**src/rtl/control_unit.sv**
```systemverilog
// Hardwired multi-cycle control sequencer for the single-bus CPU: fetch in T0-T2,
// per-opcode execute in T3-T7, HALT until reset. Strobes decode from state and opcode.
module control_unit #(
    parameter int unsigned REG_SIZE = 32
) (
    input  logic                clk,
    input  logic                reset,
    input  logic [REG_SIZE-1:0] ir,
    input  logic                con_ff,
    output logic                gra,
    output logic                grb,
    output logic                grc,
    output logic                r_in,
    output logic                r_out,
    output logic                ba_out,
    output logic                hi_in,
    output logic                hi_out,
    output logic                lo_in,
    output logic                lo_out,
    output logic                pc_in,
    output logic                pc_out,
    output logic                ir_in,
    output logic                z_in,
    output logic                z_high_out,
    output logic                z_low_out,
    output logic                c_out,
    output logic                y_in,
    output logic                mar_in,
    output logic                mdr_in,
    output logic                mdr_out,
    output logic                read,
    output logic                write,
    output logic                con_in,
    output logic [3:0]          alu_op,
    output logic                inc_pc,
    output logic                run
);

    localparam int unsigned OPC_W = 5;
    localparam int unsigned ALU_W = 4;

    localparam logic [ALU_W-1:0] ALU_ADD = ALU_W'(0);
    localparam logic [ALU_W-1:0] ALU_AND = ALU_W'(2);
    localparam logic [ALU_W-1:0] ALU_OR  = ALU_W'(3);
    localparam logic [ALU_W-1:0] ALU_MUL = ALU_W'(8);
    localparam logic [ALU_W-1:0] ALU_DIV = ALU_W'(9);
    localparam logic [ALU_W-1:0] ALU_NEG = ALU_W'(10);
    localparam logic [ALU_W-1:0] ALU_NOT = ALU_W'(11);

    typedef enum logic [3:0] {
        S_T0, S_T1, S_T2, S_T3, S_T4, S_T5, S_T6, S_T7, S_HALT
    } state_e;

    typedef enum logic [3:0] {
        C_LD, C_LDI, C_ST, C_ALU, C_IMM, C_MULDIV, C_UNARY,
        C_BR, C_JR, C_MFHI, C_MFLO, C_NOP, C_HALT
    } cls_e;

    state_e               state_q;
    state_e               state_d;
    cls_e                 cls;
    logic [OPC_W-1:0]     opc;
    logic [ALU_W-1:0]     op_alu;
    logic                 unused_ir;

    assign opc       = ir[REG_SIZE-1 -: OPC_W];
    assign unused_ir = ^ir[REG_SIZE-OPC_W-1:0];

    // Instruction class and the ALU operation the opcode asks for
    always_comb begin
        cls    = C_NOP;
        op_alu = ALU_ADD;
        case (opc)
            5'd0:                      cls = C_LD;
            5'd1:                      cls = C_LDI;
            5'd2:                      cls = C_ST;
            5'd3, 5'd4, 5'd5, 5'd6,
            5'd7, 5'd8, 5'd9, 5'd10: begin
                cls    = C_ALU;
                op_alu = ALU_W'(opc - OPC_W'(3));
            end
            5'd11: begin cls = C_IMM;    op_alu = ALU_ADD; end
            5'd12: begin cls = C_IMM;    op_alu = ALU_AND; end
            5'd13: begin cls = C_IMM;    op_alu = ALU_OR;  end
            5'd14: begin cls = C_MULDIV; op_alu = ALU_MUL; end
            5'd15: begin cls = C_MULDIV; op_alu = ALU_DIV; end
            5'd16: begin cls = C_UNARY;  op_alu = ALU_NEG; end
            5'd17: begin cls = C_UNARY;  op_alu = ALU_NOT; end
            5'd18:                     cls = C_BR;
            5'd19:                     cls = C_JR;
            5'd20:                     cls = C_MFHI;
            5'd21:                     cls = C_MFLO;
            5'd23:                     cls = C_HALT;
            default:                   cls = C_NOP;
        endcase
    end

    always_ff @(posedge clk) begin
        if (reset) begin
            state_q <= S_T0;
        end else begin
            state_q <= state_d;
        end
    end

    // Next step and strobe decode; reset blanks every output in the same cycle
    always_comb begin
        state_d    = state_q;
        gra        = 1'b0;
        grb        = 1'b0;
        grc        = 1'b0;
        r_in       = 1'b0;
        r_out      = 1'b0;
        ba_out     = 1'b0;
        hi_in      = 1'b0;
        hi_out     = 1'b0;
        lo_in      = 1'b0;
        lo_out     = 1'b0;
        pc_in      = 1'b0;
        pc_out     = 1'b0;
        ir_in      = 1'b0;
        z_in       = 1'b0;
        z_high_out = 1'b0;
        z_low_out  = 1'b0;
        c_out      = 1'b0;
        y_in       = 1'b0;
        mar_in     = 1'b0;
        mdr_in     = 1'b0;
        mdr_out    = 1'b0;
        read       = 1'b0;
        write      = 1'b0;
        con_in     = 1'b0;
        alu_op     = ALU_ADD;
        inc_pc     = 1'b0;
        run        = 1'b0;
        if (!reset) begin
            run = (state_q != S_HALT);
            case (state_q)
                S_T0: begin
                    pc_out  = 1'b1;
                    inc_pc  = 1'b1;
                    z_in    = 1'b1;
                    mar_in  = 1'b1;
                    state_d = S_T1;
                end
                S_T1: begin
                    z_low_out = 1'b1;
                    pc_in     = 1'b1;
                    read      = 1'b1;
                    mdr_in    = 1'b1;
                    state_d   = S_T2;
                end
                S_T2: begin
                    mdr_out = 1'b1;
                    ir_in   = 1'b1;
                    case (cls)
                        C_HALT:  state_d = S_HALT;
                        C_NOP:   state_d = S_T0;
                        default: state_d = S_T3;
                    endcase
                end
                S_T3: begin
                    state_d = S_T4;
                    case (cls)
                        C_LD, C_LDI, C_ST: begin
                            grb = 1'b1; ba_out = 1'b1; y_in = 1'b1;
                        end
                        C_ALU, C_IMM: begin
                            grb = 1'b1; r_out = 1'b1; y_in = 1'b1;
                        end
                        C_MULDIV: begin
                            gra = 1'b1; r_out = 1'b1; y_in = 1'b1;
                        end
                        C_UNARY: begin
                            grb = 1'b1; r_out = 1'b1; alu_op = op_alu; z_in = 1'b1;
                        end
                        C_BR: begin
                            gra = 1'b1; r_out = 1'b1; con_in = 1'b1;
                        end
                        C_JR: begin
                            gra = 1'b1; r_out = 1'b1; pc_in = 1'b1;
                            state_d = S_T0;
                        end
                        C_MFHI: begin
                            hi_out = 1'b1; gra = 1'b1; r_in = 1'b1;
                            state_d = S_T0;
                        end
                        C_MFLO: begin
                            lo_out = 1'b1; gra = 1'b1; r_in = 1'b1;
                            state_d = S_T0;
                        end
                        default: state_d = S_T0;
                    endcase
                end
                S_T4: begin
                    state_d = S_T5;
                    case (cls)
                        C_LD, C_LDI, C_ST: begin
                            c_out = 1'b1; z_in = 1'b1;
                        end
                        C_ALU: begin
                            grc = 1'b1; r_out = 1'b1; alu_op = op_alu; z_in = 1'b1;
                        end
                        C_IMM: begin
                            c_out = 1'b1; alu_op = op_alu; z_in = 1'b1;
                        end
                        C_MULDIV: begin
                            grb = 1'b1; r_out = 1'b1; alu_op = op_alu; z_in = 1'b1;
                        end
                        C_UNARY: begin
                            z_low_out = 1'b1; gra = 1'b1; r_in = 1'b1;
                            state_d = S_T0;
                        end
                        C_BR: begin
                            pc_out = 1'b1; y_in = 1'b1;
                        end
                        default: state_d = S_T0;
                    endcase
                end
                S_T5: begin
                    state_d = S_T6;
                    case (cls)
                        C_LD, C_ST: begin
                            z_low_out = 1'b1; mar_in = 1'b1;
                        end
                        C_LDI, C_ALU, C_IMM: begin
                            z_low_out = 1'b1; gra = 1'b1; r_in = 1'b1;
                            state_d = S_T0;
                        end
                        C_MULDIV: begin
                            z_low_out = 1'b1; lo_in = 1'b1;
                        end
                        C_BR: begin
                            c_out = 1'b1; z_in = 1'b1;
                        end
                        default: state_d = S_T0;
                    endcase
                end
                S_T6: begin
                    state_d = S_T0;
                    case (cls)
                        C_LD: begin
                            read = 1'b1; mdr_in = 1'b1;
                            state_d = S_T7;
                        end
                        C_ST: begin
                            gra = 1'b1; r_out = 1'b1; mdr_in = 1'b1;
                            state_d = S_T7;
                        end
                        C_MULDIV: begin
                            z_high_out = 1'b1; hi_in = 1'b1;
                        end
                        C_BR: begin
                            z_low_out = con_ff;
                            pc_in     = con_ff;
                        end
                        default: state_d = S_T0;
                    endcase
                end
                S_T7: begin
                    state_d = S_T0;
                    case (cls)
                        C_LD: begin
                            mdr_out = 1'b1; gra = 1'b1; r_in = 1'b1;
                        end
                        C_ST:    write = 1'b1;
                        default: state_d = S_T0;
                    endcase
                end
                S_HALT:  state_d = S_HALT;
                default: state_d = S_T0;
            endcase
        end
    end

endmodule

```
**config.mk**
```make
export PLATFORM = sky130hd
export DESIGN_NAME = control_unit
export DESIGN_NICKNAME = d
export VERILOG_FILES = /design/src/rtl/control_unit.sv
export SDC_FILE = /design/constraint.sdc
export NUM_CORES = 1
export LEC_CHECK = 0
export BUFFER_PORTS_ARGS = -buffer_cell sky130_fd_sc_hd__buf_2
export CAP_MARGIN = 20
export CORE_UTILIZATION = 30
export DETAILED_ROUTE_END_ITERATION = 10
export SLEW_MARGIN = 5
export SYNTH_ARGS = -nofsm -noshare
export SYNTH_HDL_FRONTEND = slang
export SYNTH_SLANG_ARGS = --single-unit
```
**constraint.sdc**
```tcl
create_clock -name clk -period 3.7 [get_ports clk]
set_clock_uncertainty 0.1 [all_clocks]
set_input_delay 0.74 -clock clk [delete_from_list [all_inputs] [get_ports clk]]
set_output_delay 0.74 -clock clk [all_outputs]
set_load 0.02 [all_outputs]
```
# --- Yosys cells after proc, flatten, opt, wreduce, memory -nomap -nowiden ---
# Index checks and enable logic that the tools add are counted.
# Widths: inputs -> output; s select.
word_totals:
  ff_bits: 4
  in_bits: 35
classes:
  eq_ne: 43
  addsub: 1
  muxes: 81
  reduce_logical: 21
ops:
  columns: ["operator", "n"]
  rows:
  - ["$mux 1", 55]
  - ["$pmux 4 s12", 1]
  - ["$eq 5x4->1 const B", 8]
  - ["$eq 5x5->1 const B", 7]
  - ["$eq 4x3->1 const B", 8]
  - ["$pmux 4 s8", 1]
  - ["$pmux 4 s7", 1]
  - ["$eq 4x4->1 const B", 6]
  - ["$eq 5x3->1 const B", 4]
  - ["$reduce_or 6->1", 3]
  - ["$eq 4x2->1 const B", 4]
  - ["$pmux 1 s2", 8]
  - ["$pmux 4 s2", 2]
  - ["$reduce_or 8->1", 2]
  - ["$mux 3", 4]
  - ["$mux 4", 3]
  - ["$pmux 1 s4", 3]
  - ["$reduce_or 3->1", 4]
  - ["$eq 5x2->1 const B", 2]
  - ["$reduce_or 2->1", 5]
  - ["$eq 4x1->1 const B", 2]
  - ["$logic_not 4->1", 2]
  - ["$reduce_or 4->1", 2]
  - ["$reduce_or 7->1", 1]
  - ["other kinds (7)", 8]

# --- Depth between registers and ports, before layout ---
# Gate-level depths: netlist (run 1).
depth:
  depth_word: 8
  mapped_depth: 10
  ltp_nobuf: 8

# --- Worst setup path before layout (run 1) ---
# OpenSTA, ideal clock, no wires.
synth_path:
  kind: "input-to-output"
  startpoint: "in ir[27]"
  endpoint: "out gra"
  arrival_ns: 3.009
  path_slack_ns: -0.149
  cell_stages: 9
  path_cell_list: "inv_1 > ha_1 > buf_6 > or3_4 > a21o_4 > a211oi_4 > mux2i_1 > a32oi_1 > o31ai_1"
synth_via:
  elab_chain_len: 8
  elab_cells_between_ends: 48
  cone_classes: "eq/ne: 32; mux: 8; reduce/logical: 8"
synth_lines:
  columns: ["element", "line_no", "text"]
  rows:
  - ["from (decl)", "8", "input logic [REG_SIZE-1:0] ir,"]
  - ["$eq 5x2->1, or another cell as far along", "73", "case (opc)"]
  - ["$reduce_or 8->1, or another cell as far along", "73", null]
  - ["$pmux 4 s12 *", "73", null]
  - ["$eq 4x3->1, or another cell as far along", "164", "case (cls)"]
  - ["$reduce_or 5->1 (no source line) or $reduce_or 3->1 (tied branches)", null, null]
  - ["$mux 1 (on tied branches)", "164, 222", null]
  - ["$pmux 1 s5 *", "138", "case (state_q)"]
  - ["$mux 1 *", "136", "if (!reset) begin"]
  - ["to (decl)", "10", "output logic gra,"]
# Mark *: on every way between the ends. The rest lies on a longest branch, timed or not.

# --- Worst setup path after layout (run 1) ---
layout_path:
  startpoint: "in ir[28]"
  endpoint: "out r_in"
layout_via:
  elab_chain_len: 8
  elab_cells_between_ends: 43
  cone_classes: "eq/ne: 28; mux: 7; reduce/logical: 8"
layout_lines:
  columns: ["element", "line_no", "text"]
  rows:
  - ["$eq 5x2->1, or another cell as far along", "73", null]
  - ["$reduce_or 8->1, or another cell as far along", "73", null]
  - ["$pmux 4 s12 *", "73", null]
  - ["$eq 4x1->1, or another cell as far along", "222", "case (cls)"]
  - ["$reduce_or 3->1 or $reduce_or 2->1 (tied branches)", null, null]
  - ["$mux 1 (on tied branches)", "222, 164", null]
  - ["$pmux 1 s4 *", "138", null]
  - ["$mux 1 *", "136", null]
  - ["to (decl)", "13", "output logic r_in,"]
# Marks and branches as above.

==> impl_metrics.yaml, run 1 <==
run_status:
  run_status: "complete, but fails checks"
  violations: "setup timing"
global_routing:
  grt_pass1_vias: 2083
  top_usage_layer: "met2"
  grt_use_met3: 0.01626
  grt_max_degree: 17
  grt_pass1_wl_mm: 9.749
  grt_usage: 0.2245
  grt_overflow_total: 0
  use_met2: 0.3636
  grt_antenna_before_repair: 0
  use_met1: 0.3151
placement:
  dp_hpwl_mm: 4.518
  place.gp.congestion: 0.9556
  dp_cells: 376
  numPortBuffers: 37
  dp_slack_ns: -0.2027
cells_and_area:
  top_register: "state_q"
  reg_top3: "state_q (4)"
  syn2layout_area_growth_pct: 64.38
  largest_register_ffs: 4
  instances_no_fill: 392
  ff_latch_area_um2: 80.08
  multiInputGateArea_um2: 1529
  fillCellCount: 447
  utilization: 0.5265
  num-nets-final: 366
  antennaDiodeCount: 0
  drive_gt1_frac: 0.4831
synth:
  synth_xor_area_frac: 0.02256
  yosysUniqueCellTypes: 62
  synth_fa_ha_area_frac: 0.03223
  synth_area_leader_cell: "nor2_1"
  synth_nets: 273
  synth_compound_area_frac: 0.4126
  ys_ff_latch: 4
  synth_mux_area_frac: 0.03223
  synth_flop_cell: "dfxtp_1"
  synth_simple_gate_area_share: 0.3602
  syn_area_um2: 1553
  synthArstFlopShare: 0
  synth_top_area_frac: 0.06769
  yosysWarnings: 0
  syn_inst: 234
  syn_avg_cell_area_um2: 6.636
  synth_top_family_by_area: "compound AO/OA/AOI/OAI gates"
  yosys-top-cells-area: "nor2_1, dfxtp_1, a21oi_1"
  synth_edf_count: 0
  ys_seq_area_frac: 0.05157
power_and_ir_drop:
  power_density_nw_per_um2: 234.3
  p_leak_nw: 1.092
  p_total_mw: 0.5981
  ir_drop_mv: 0.2731
min_path:
  hold_class: "reg2reg"
  whs_path_depth: 2
  hp-start: "state_q[3]"
setup_path:
  cp_num_cells: 12
  required_ns: 2.86
  slowest_delay_ns: 0.55
  cp_num_buf_inv: 5
  endpoint_kind: "output port"
  startpoint: "ir[28]"
  endpoint: "r_in"
  r2r-end: "state_q[0]"
  crit_path_max_fanout: 6
  worstSetupStartpointType: "input pin"
  r2r_setup_slack_ns: 1.58
  path_delay_family: "simple AND/OR/NAND/NOR gates"
  crit_chain: "buf_12 > inv_8 > ha_4 > buf_6 > or4_4 > a21oi_4 > nor2_4 > o31ai_2 > a32oi_2 > buf_4 > nor3_4 > buf_6"
  cp_data_arrival_time_ns: 2.94
  reg2reg_depth: 5
  r2r-start: "state_q[1]"
  crit_path_frequent_cell: "buf_6"
  critPathKind: "in2out"
  cp_slowest_cell: "or4_4"
timing:
  maxSlewViolCount: 0
  maxSlewHeadroom: 0.6207
  hold_violations: 0
  fin_crit_sh: 1.023
  fmax_mhz: 264.3
  worst_pin_slew_ns: 0.5677
  finalCriticalPeriod_ns: 3.784
  rsz0062_at_grt: "true"
  setup_viol: 1
  whs_ns: 0.5038
  finalWorstSetupSlack_ns: -0.08384
floorplanning:
  rows: 25
  die_w_um: 73.95
  pin_count: 65
  die_area_um2: 5468
  core_um2: 4848
  die_y_um: 73.95
  initial_core_util: 0.3203
clock_network:
  clock-sinks: 4
  cts.clk_slew.worst_paths_ns: 0.03
  clock-root-buffer: "clkbuf_8"
  cts_made_buffers: 3
  clkLatencyLatePin_ns: 0.21
  h-tree-depth: 1
  cts_tree: "built"
  ctsLongestPathBuffers: 2
detailed_routing:
  antenna_left: 0
  routed_wl_mm: 6.049
  drc: 0
  drt_iter0_drc: 159
  dr.pass1.iters: 5
  num_vias: 2242
  vias_per_cell: 5.719
  avgRoutedWirePerCell_um: 15.43
job:
  cap_violations: 0
## routing by layer
layer  up-vias  routed length [µm]  part of all wire
met5         -                   0                 0
met4         0                 110             0.018
met3        12                 396             0.065
met2       108                2967              0.49
met1      1050                2574              0.43
li1       1072                   -                 -
## cell usage after synthesis (all sizes together), types with 2 or more instances
cell type / instances
a2111oi: 2
a211o: 4
a211oi: 8
a21oi: 15
a221oi: 3
a31oi: 3
a32oi: 2
buf: 12
clkbuf: 7
dfxtp: 4
ha: 4
inv: 9
mux2i: 5
nand2: 17
nand2b: 11
nand3: 7
nor2: 29
nor2b: 2
nor3: 15
nor4: 4
o2111ai: 2
o211ai: 2
o21a: 2
o21ai: 13
o21bai: 2
o221ai: 2
o22a: 2
o22ai: 8
o2bb2ai: 2
o31ai: 3
or2: 6
or3: 5
xnor2: 2
xor2: 2
## metrics by stage
| step | TNS, ns | area, µm² |
|---|---|---|
| after floorplan | -0.003227 | 1569 |
| after global placement | -1.575 | 2162 |
| after detailed placement | -1.729 | 2162 |
| after CTS | 0 | 2392 |
| after global routing | -0.2652 | 2552 |
| final | -0.08384 | 2552 |
## layout by cell type (no fill, tap or decap), drive strengths merged, types with 6 or more instances in the layout
master	instances
buf	107
nor2	29
nand2	17
a21oi	15
nor3	15
o21ai	13
nand2b	11
inv	9
a211oi	8
o22ai	8
nand3	7
or2	6
## worst min path at each step
stage          slack, ns         end
3_3_place_gp        0.50  state_q[3]
2_1_floorplan       0.52  state_q[3]
3_5_place_dp        0.50  state_q[3]
4_1_cts             0.50  state_q[3]
6_report            0.50  state_q[3]
5_1_grt             0.54  state_q[3]
## area by class of cell
type | count | share of cell area
Multi-Input combinational cell | 202 | 0.5990
Timing Repair Buffer | 107 | 0.3034
Tap cell | 67 | 0.03284
Sequential cell | 4 | 0.03137
Inverter | 9 | 0.01716
Clock buffer | 3 | 0.01618
## power by group
part | internal, mW | switching [mW]
Clock | 0.0691 | 0.0200
Combinational | 0.196 | 0.244
Sequential | 0.0499 | 0.0189
## repair_timing
item                                    in CTS  in global routing
endpoints found under the setup margin      16                 14
setup buffers                                6                  7
hold endpoints to repair                     0                  0
resized for setup                           35                 26
hold buffers                                 0                  0
pin swaps                                   11                 20
## cell families (layout without fill, tap and decap cells)
kind of cell / Yosys count / in the layout
simple gates: 105 / 105
flops: 4 / 4
mux: 5 / 5
fa+ha+maj: 4 / 4
compound gates: 84 / 84
xor+xnor: 4 / 4
buf+inv: 28 / 119
## worst register-to-register path, delay by kind of cell (launching register included)
family          cells  cell delay [ns]
simple gates        4             1.22
flops               1             0.55
compound gates      1             0.17
(Power assumes the default switching activity.)
==> run 2: changes to the inputs <==
CTS_BUF_LIST = sky130_fd_sc_hd__clkbuf_8   (was unset)
PLACE_DENSITY = 0.58   (was unset)
==> impl_metrics.yaml, run 2 (synthesis gave the netlist of run 1 again) <==
clock_network:
  cts.clk_slew.worst_paths_ns: 0.03
  ctsLongestPathBuffers: 2
  cts_made_buffers: 3
  h-tree-depth: 1
  clkLatencyLatePin_ns: 0.22
  cts_tree: "built"
  clock-sinks: 4
  ctsHoldBuffers: 0
  clock-root-buffer: "clkbuf_8"
floorplanning:
  core_um2: 4848
  die_area_um2: 5468
  initial_core_util: 0.3203
  pin_count: 65
  rows: 25
  die_y_um: 73.95
  die_w_um: 73.95
setup_path:
  cp_num_buf_inv: 5
  r2r-end: "state_q[0]"
  crit_path_max_fanout: 7
  startpoint: "ir[28]"
  reg2reg_depth: 5
  endpoint_kind: "output port"
  path_delay_family: "compound AO/OA/AOI/OAI gates"
  r2r_setup_slack_ns: 1.64
  endpoint: "gra"
  crit_path_frequent_cell: "buf_6"
  cp_data_arrival_time_ns: 2.84
  cp_num_cells: 12
  cp_slowest_cell: "or3_4"
  worstSetupStartpointType: "input pin"
  r2r-start: "state_q[1]"
  crit_chain: "buf_12 > inv_6 > ha_4 > or3_4 > a21o_4 > a211oi_4 > buf_6 > mux2i_1 > a32oi_1 > buf_4 > o31ai_4 > buf_6"
  required_ns: 2.86
  critPathKind: "in2out"
  slowest_delay_ns: 0.40
power_and_ir_drop:
  swShare: 0.4737
  power_density_nw_per_um2: 236.1
  switching_power_mw: 0.2798
  p_seq_frac: 0.115
  clockPowerShare: 0.161
  ir_drop_mv: 0.2291
  p_leak_nw: 1.068
  p_comb_frac: 0.724
  p_int_mw: 0.3108
cells_and_area:
  top_register: "state_q"
  syn2layout_area_growth_pct: 61.08
  fin_area_um2: 2501
  reg_top3: "state_q (4)"
  largest_register_ffs: 4
  final_common_cell: "buf_4"
  drive_gt1_frac: 0.4719
  antennaDiodeCount: 0
  num-nets-final: 361
  instances_no_fill: 387
  final_cell_mix: "buf_4, buf_2, nor2_1, nand2_1, a21oi_1"
detailed_routing:
  avgRoutedWirePerCell_um: 15.11
  dr.pass1.iters: 4
  vias_per_cell: 5.522
  drt_iter0_drc: 203
  antenna_left: 0
  num_vias: 2137
  routed_wl_mm: 5.847
  drc: 0
run_status:
  run_status: "finished, final reports clean"
global_routing:
  grt_pass1_wl_mm: 9.266
  grt_overflow_total: 0
  grt_antenna_before_repair: 0
  grt_pass1_vias: 1992
  grt_max_degree: 17
  grt_usage: 0.2192
timing:
  fin_crit_sh: 0.9933
  finalWorstSetupSlack_ns: 0.02485
  finalCriticalPeriod_ns: 3.675
  rsz0062_at_grt: "true"
  setup_viol: 0
  maxSlewViolCount: 0
  hold_violations: 0
  worst_pin_slew_ns: 0.5642
  maxSlewHeadroom: 0.6210
  fmax_mhz: 272.1
placement:
  numPortBuffers: 37
  dp_cells: 376
  placed_area_um2: 2175
  place.gp.congestion: 0.9200
  dp_slack_ns: -0.3539
  dp_hpwl_mm: 4.398
job:
  cap_violations: 0
min_path:
  hold_class: "reg2reg"
==> run 2: cell types whose count changed in the layout (fill, tap and decap cells not counted), sizes merged <==
cell	change
buf	-5
==> run 2: worst min-delay path, delay by kind of cell (launching register included) <==
kind / cells / cell delay (ns)
AOI/OAI and AO/OA: 1 / 0.07
DFF: 1 / 0.40
and+or+nand+nor: 1 / 0.11
==> run 2: cell type report <==
type	instances	area (µm²)
clock buffer	3	41.29
fill	456	2347
inverter	9	41.29
multi-input combinational	202	1516
sequential	4	80.08
tap	67	83.83
timing repair buffer	102	738.2
==> run 2: per-layer routing <==
metal  track usage  share of wire  vias to the layer above  wire length (µm)
met2        0.3697           0.48                       71              2821
li1              -              -                     1059                 -
met1        0.2893           0.44                      990              2564
met3       0.01626          0.052                       17               302
met4       0.08761          0.027                        0               158
met5             0              0                        -                 0
==> run 2: worst min path at each step <==
stage | from | to | slack [ns] | cells after the start
floorplan | state_q[2] | state_q[3] | 0.52 | 2
CTS | state_q[3] | state_q[3] | 0.52 | 2
finish | state_q[3] | state_q[3] | 0.53 | 2
global placement | state_q[3] | state_q[3] | 0.50 | 2
global route | state_q[3] | state_q[3] | 0.58 | 2
detailed placement | state_q[3] | state_q[3] | 0.51 | 2
==> run 2: power by group through the flow <==
| stage | clock network [mW] | registers [mW] | logic, mW |
|---|---|---|---|
| floorplan | 0 | 0.0543 | 0.251 |
| global placement | 0 | 0.0685 | 0.372 |
| detailed placement | 0 | 0.0685 | 0.373 |
| CTS | 0.0978 | 0.0678 | 0.392 |
| global route | 0.0992 | 0.0703 | 0.461 |
| finish | 0.0952 | 0.0679 | 0.427 |
==> run 2: timing repair <==
item	CTS	global route
setup endpoints to repair	19	18
gates resized for setup	25	28
setup buffers	2	7
endpoints found under the hold margin	0	0
pin swaps	9	14
==> run 2: per-stage QoR <==
stage / TNS (ns) / hold WS [ns] / total power, mW / util
after floorplan: -0.003227 / 0.5239 / 0.3051 / -
after global placement: -4.049 / 0.4976 / 0.4405 / 0.4485
after detailed placement: -3.815 / 0.5090 / 0.4412 / 0.4485
after CTS: -0.02105 / 0.5191 / 0.5573 / 0.4803
after global routing: -0.1896 / 0.5836 / 0.6308 / 0.5159
final: 0 / 0.5294 / 0.5906 / 0.5159
==> run 3: changes to the inputs <==
BUFFER_PORTS_ARGS = -buffer_cell sky130_fd_sc_hd__clkbuf_2   (was -buffer_cell sky130_fd_sc_hd__buf_2)
CORE_ASPECT_RATIO = 0.6   (was unset)
GPL_TIMING_DRIVEN = 0   (was unset)
==> impl_metrics.yaml, run 3 (synthesis gave the netlist of run 1 again) <==
run_status:
  run_status: "complete, but fails checks"
  violations: "setup timing"
floorplanning:
  pin_count: 65
  rows: 19
  initial_core_util: 0.3250
  die_w_um: 94.88
  die_y_um: 57.73
  die_area_um2: 5477
  core_um2: 4778
placement:
  placed_area_um2: 1818
  numPortBuffers: 34
  dp_cells: 331
  place.gp.congestion: 0.8877
  dp_hpwl_mm: 4.506
cells_and_area:
  fillCellCount: 461
  top_register: "state_q"
  antennaDiodeCount: 0
  largest_register_ffs: 4
  instances_no_fill: 354
  utilization: 0.4975
  drive_gt1_frac: 0.4570
  num-nets-final: 332
  fin_area_um2: 2377
  syn2layout_area_growth_pct: 53.10
  reg_top3: "state_q (4)"
  final_cell_mix: "buf_4, nor2_1, clkbuf_2, nand2_1, buf_6"
  final_common_cell: "buf_4"
min_path:
  hp-start: "state_q[3]"
  holdPathEnd: "state_q[3]"
  hold_class: "reg2reg"
  whs_path_depth: 3
timing:
  finalCriticalPeriod_ns: 3.845
  fin_crit_sh: 1.039
  fmax_mhz: 260.1
  rsz0062_at_grt: "true"
  setup_viol: 13
  worst_pin_slew_ns: 0.6731
  maxSlewViolCount: 0
  fin_setup_tns_ns: -0.8888
  hold_violations: 0
  maxSlewHeadroom: 0.5465
  finalWorstSetupSlack_ns: -0.1447
clock_network:
  cts_tree: "built"
  clock-root-buffer: "clkbuf_8"
  ctsHoldBuffers: 0
  h-tree-depth: 1
  cts_made_buffers: 3
  clock-sinks: 4
  ctsLongestPathBuffers: 2
  cts.clk_slew.worst_paths_ns: 0.03
  clkLatencyLatePin_ns: 0.21
detailed_routing:
  wl_met1_mm: 2.961
  vias_per_cell: 6.251
  antenna_left: 0
  met2_length_mm: 2.520
  num_vias: 2213
  dr.pass1.iters: 6
  top_layer: "met4"
  routed_wl_mm: 6.570
  met3WireLength_um: 939
  drt_iter0_drc: 322
  drc: 0
  avgRoutedWirePerCell_um: 18.56
global_routing:
  grt_antenna_before_repair: 0
  grt_overflow_total: 0
  grt_usage: 0.2318
  grt_pass1_vias: 1915
  grt_max_degree: 11
  grt_pass1_wl_mm: 9.998
setup_path:
  r2r-end: "state_q[0]"
  reg2reg_depth: 6
  slowest_delay_ns: 0.39
  critPathKind: "in2out"
  r2r_setup_slack_ns: 1.64
  cp_slowest_cell: "or3_4"
  path_delay_family: "buffers and inverters"
  cp_num_buf_inv: 6
  r2r-start: "state_q[2]"
  cp_data_arrival_time_ns: 3.00
  crit_chain: "clkbuf_16 > inv_6 > ha_4 > buf_6 > or3_4 > a21o_4 > a211oi_4 > buf_6 > mux2i_2 > a32oi_2 > buf_4 > nor3_2 > buf_4"
  crit_path_max_fanout: 4
  endpoint_kind: "output port"
  worstSetupStartpointType: "input pin"
  required_ns: 2.86
power_and_ir_drop:
  ir_drop_mv: 0.2158
  p_leak_nw: 0.9148
  power_density_nw_per_um2: 258.1
  p_total_mw: 0.6137
job:
  cap_violations: 0
==> run 3: worst max path at each step <==
stage | start | end | slack, ns | depth (start not counted)
global placement | ir[27] | y_in | -0.58 | 10
global route | ir[28] | r_in | -0.22 | 13
finish | ir[28] | r_in | -0.14 | 13
detailed placement | ir[27] | gra | -0.53 | 11
floorplan | ir[27] | gra | -0.003 | 9
CTS | ir[28] | gra | -0.12 | 12
==> run 3: metal layers <==
layer / vias up / track usage
li1: 999 / -
met1: 1011 / 0.3733
met2: 176 / 0.3042
met3: 27 / 0.04331
met4: 0 / 0.05628
met5: - / 0
==> run 3: final cells by class <==
class	count	area (µm²)	share of cell area
multi-input cells	202	1602	0.6737
repair buffers	54	409.1	0.1721
plain buffers	19	127.6	0.05368
flip-flops and latches	4	80.08	0.03368
well taps	63	78.83	0.03316
clock buffers	3	41.29	0.01737
inverters	9	38.79	0.01632
==> run 3: worst register-to-register path, stage by stage (launching register included) <==
cell,delay [ns]
dfxtp_1,0.48
nand2b_1,0.27
nor3_1,0.51
nand2_1,0.13
a31oi_1,0.23
nor3_1,0.07
o21ai_0,0.19
==> run 3: what timing repair did <==
item / CTS / global route
endpoints found under the setup margin: 22 / 19
resized for setup: 47 / 56
pin swaps: 20 / 12
setup buffers: 19 / 1
==> run 3: metrics by stage <==
stage / worst slack, ns / hold slack [ns]
floorplan: -0.003227 / 0.5239
global placement: -0.5756 / 0.6196
detailed placement: -0.5255 / 0.6187
CTS: -0.1185 / 0.6236
global route: -0.2248 / 0.6925
finish: -0.1447 / 0.6646
==> run 3: power breakdown <==
| part | switching, mW | leakage (nW) | internal [mW] |
|---|---|---|---|
| clock | 0.0196 | 0.0216 | 0.0691 |
| sequential | 0.00598 | 0.0327 | 0.0500 |
| combinational | 0.283 | 0.860 | 0.186 |
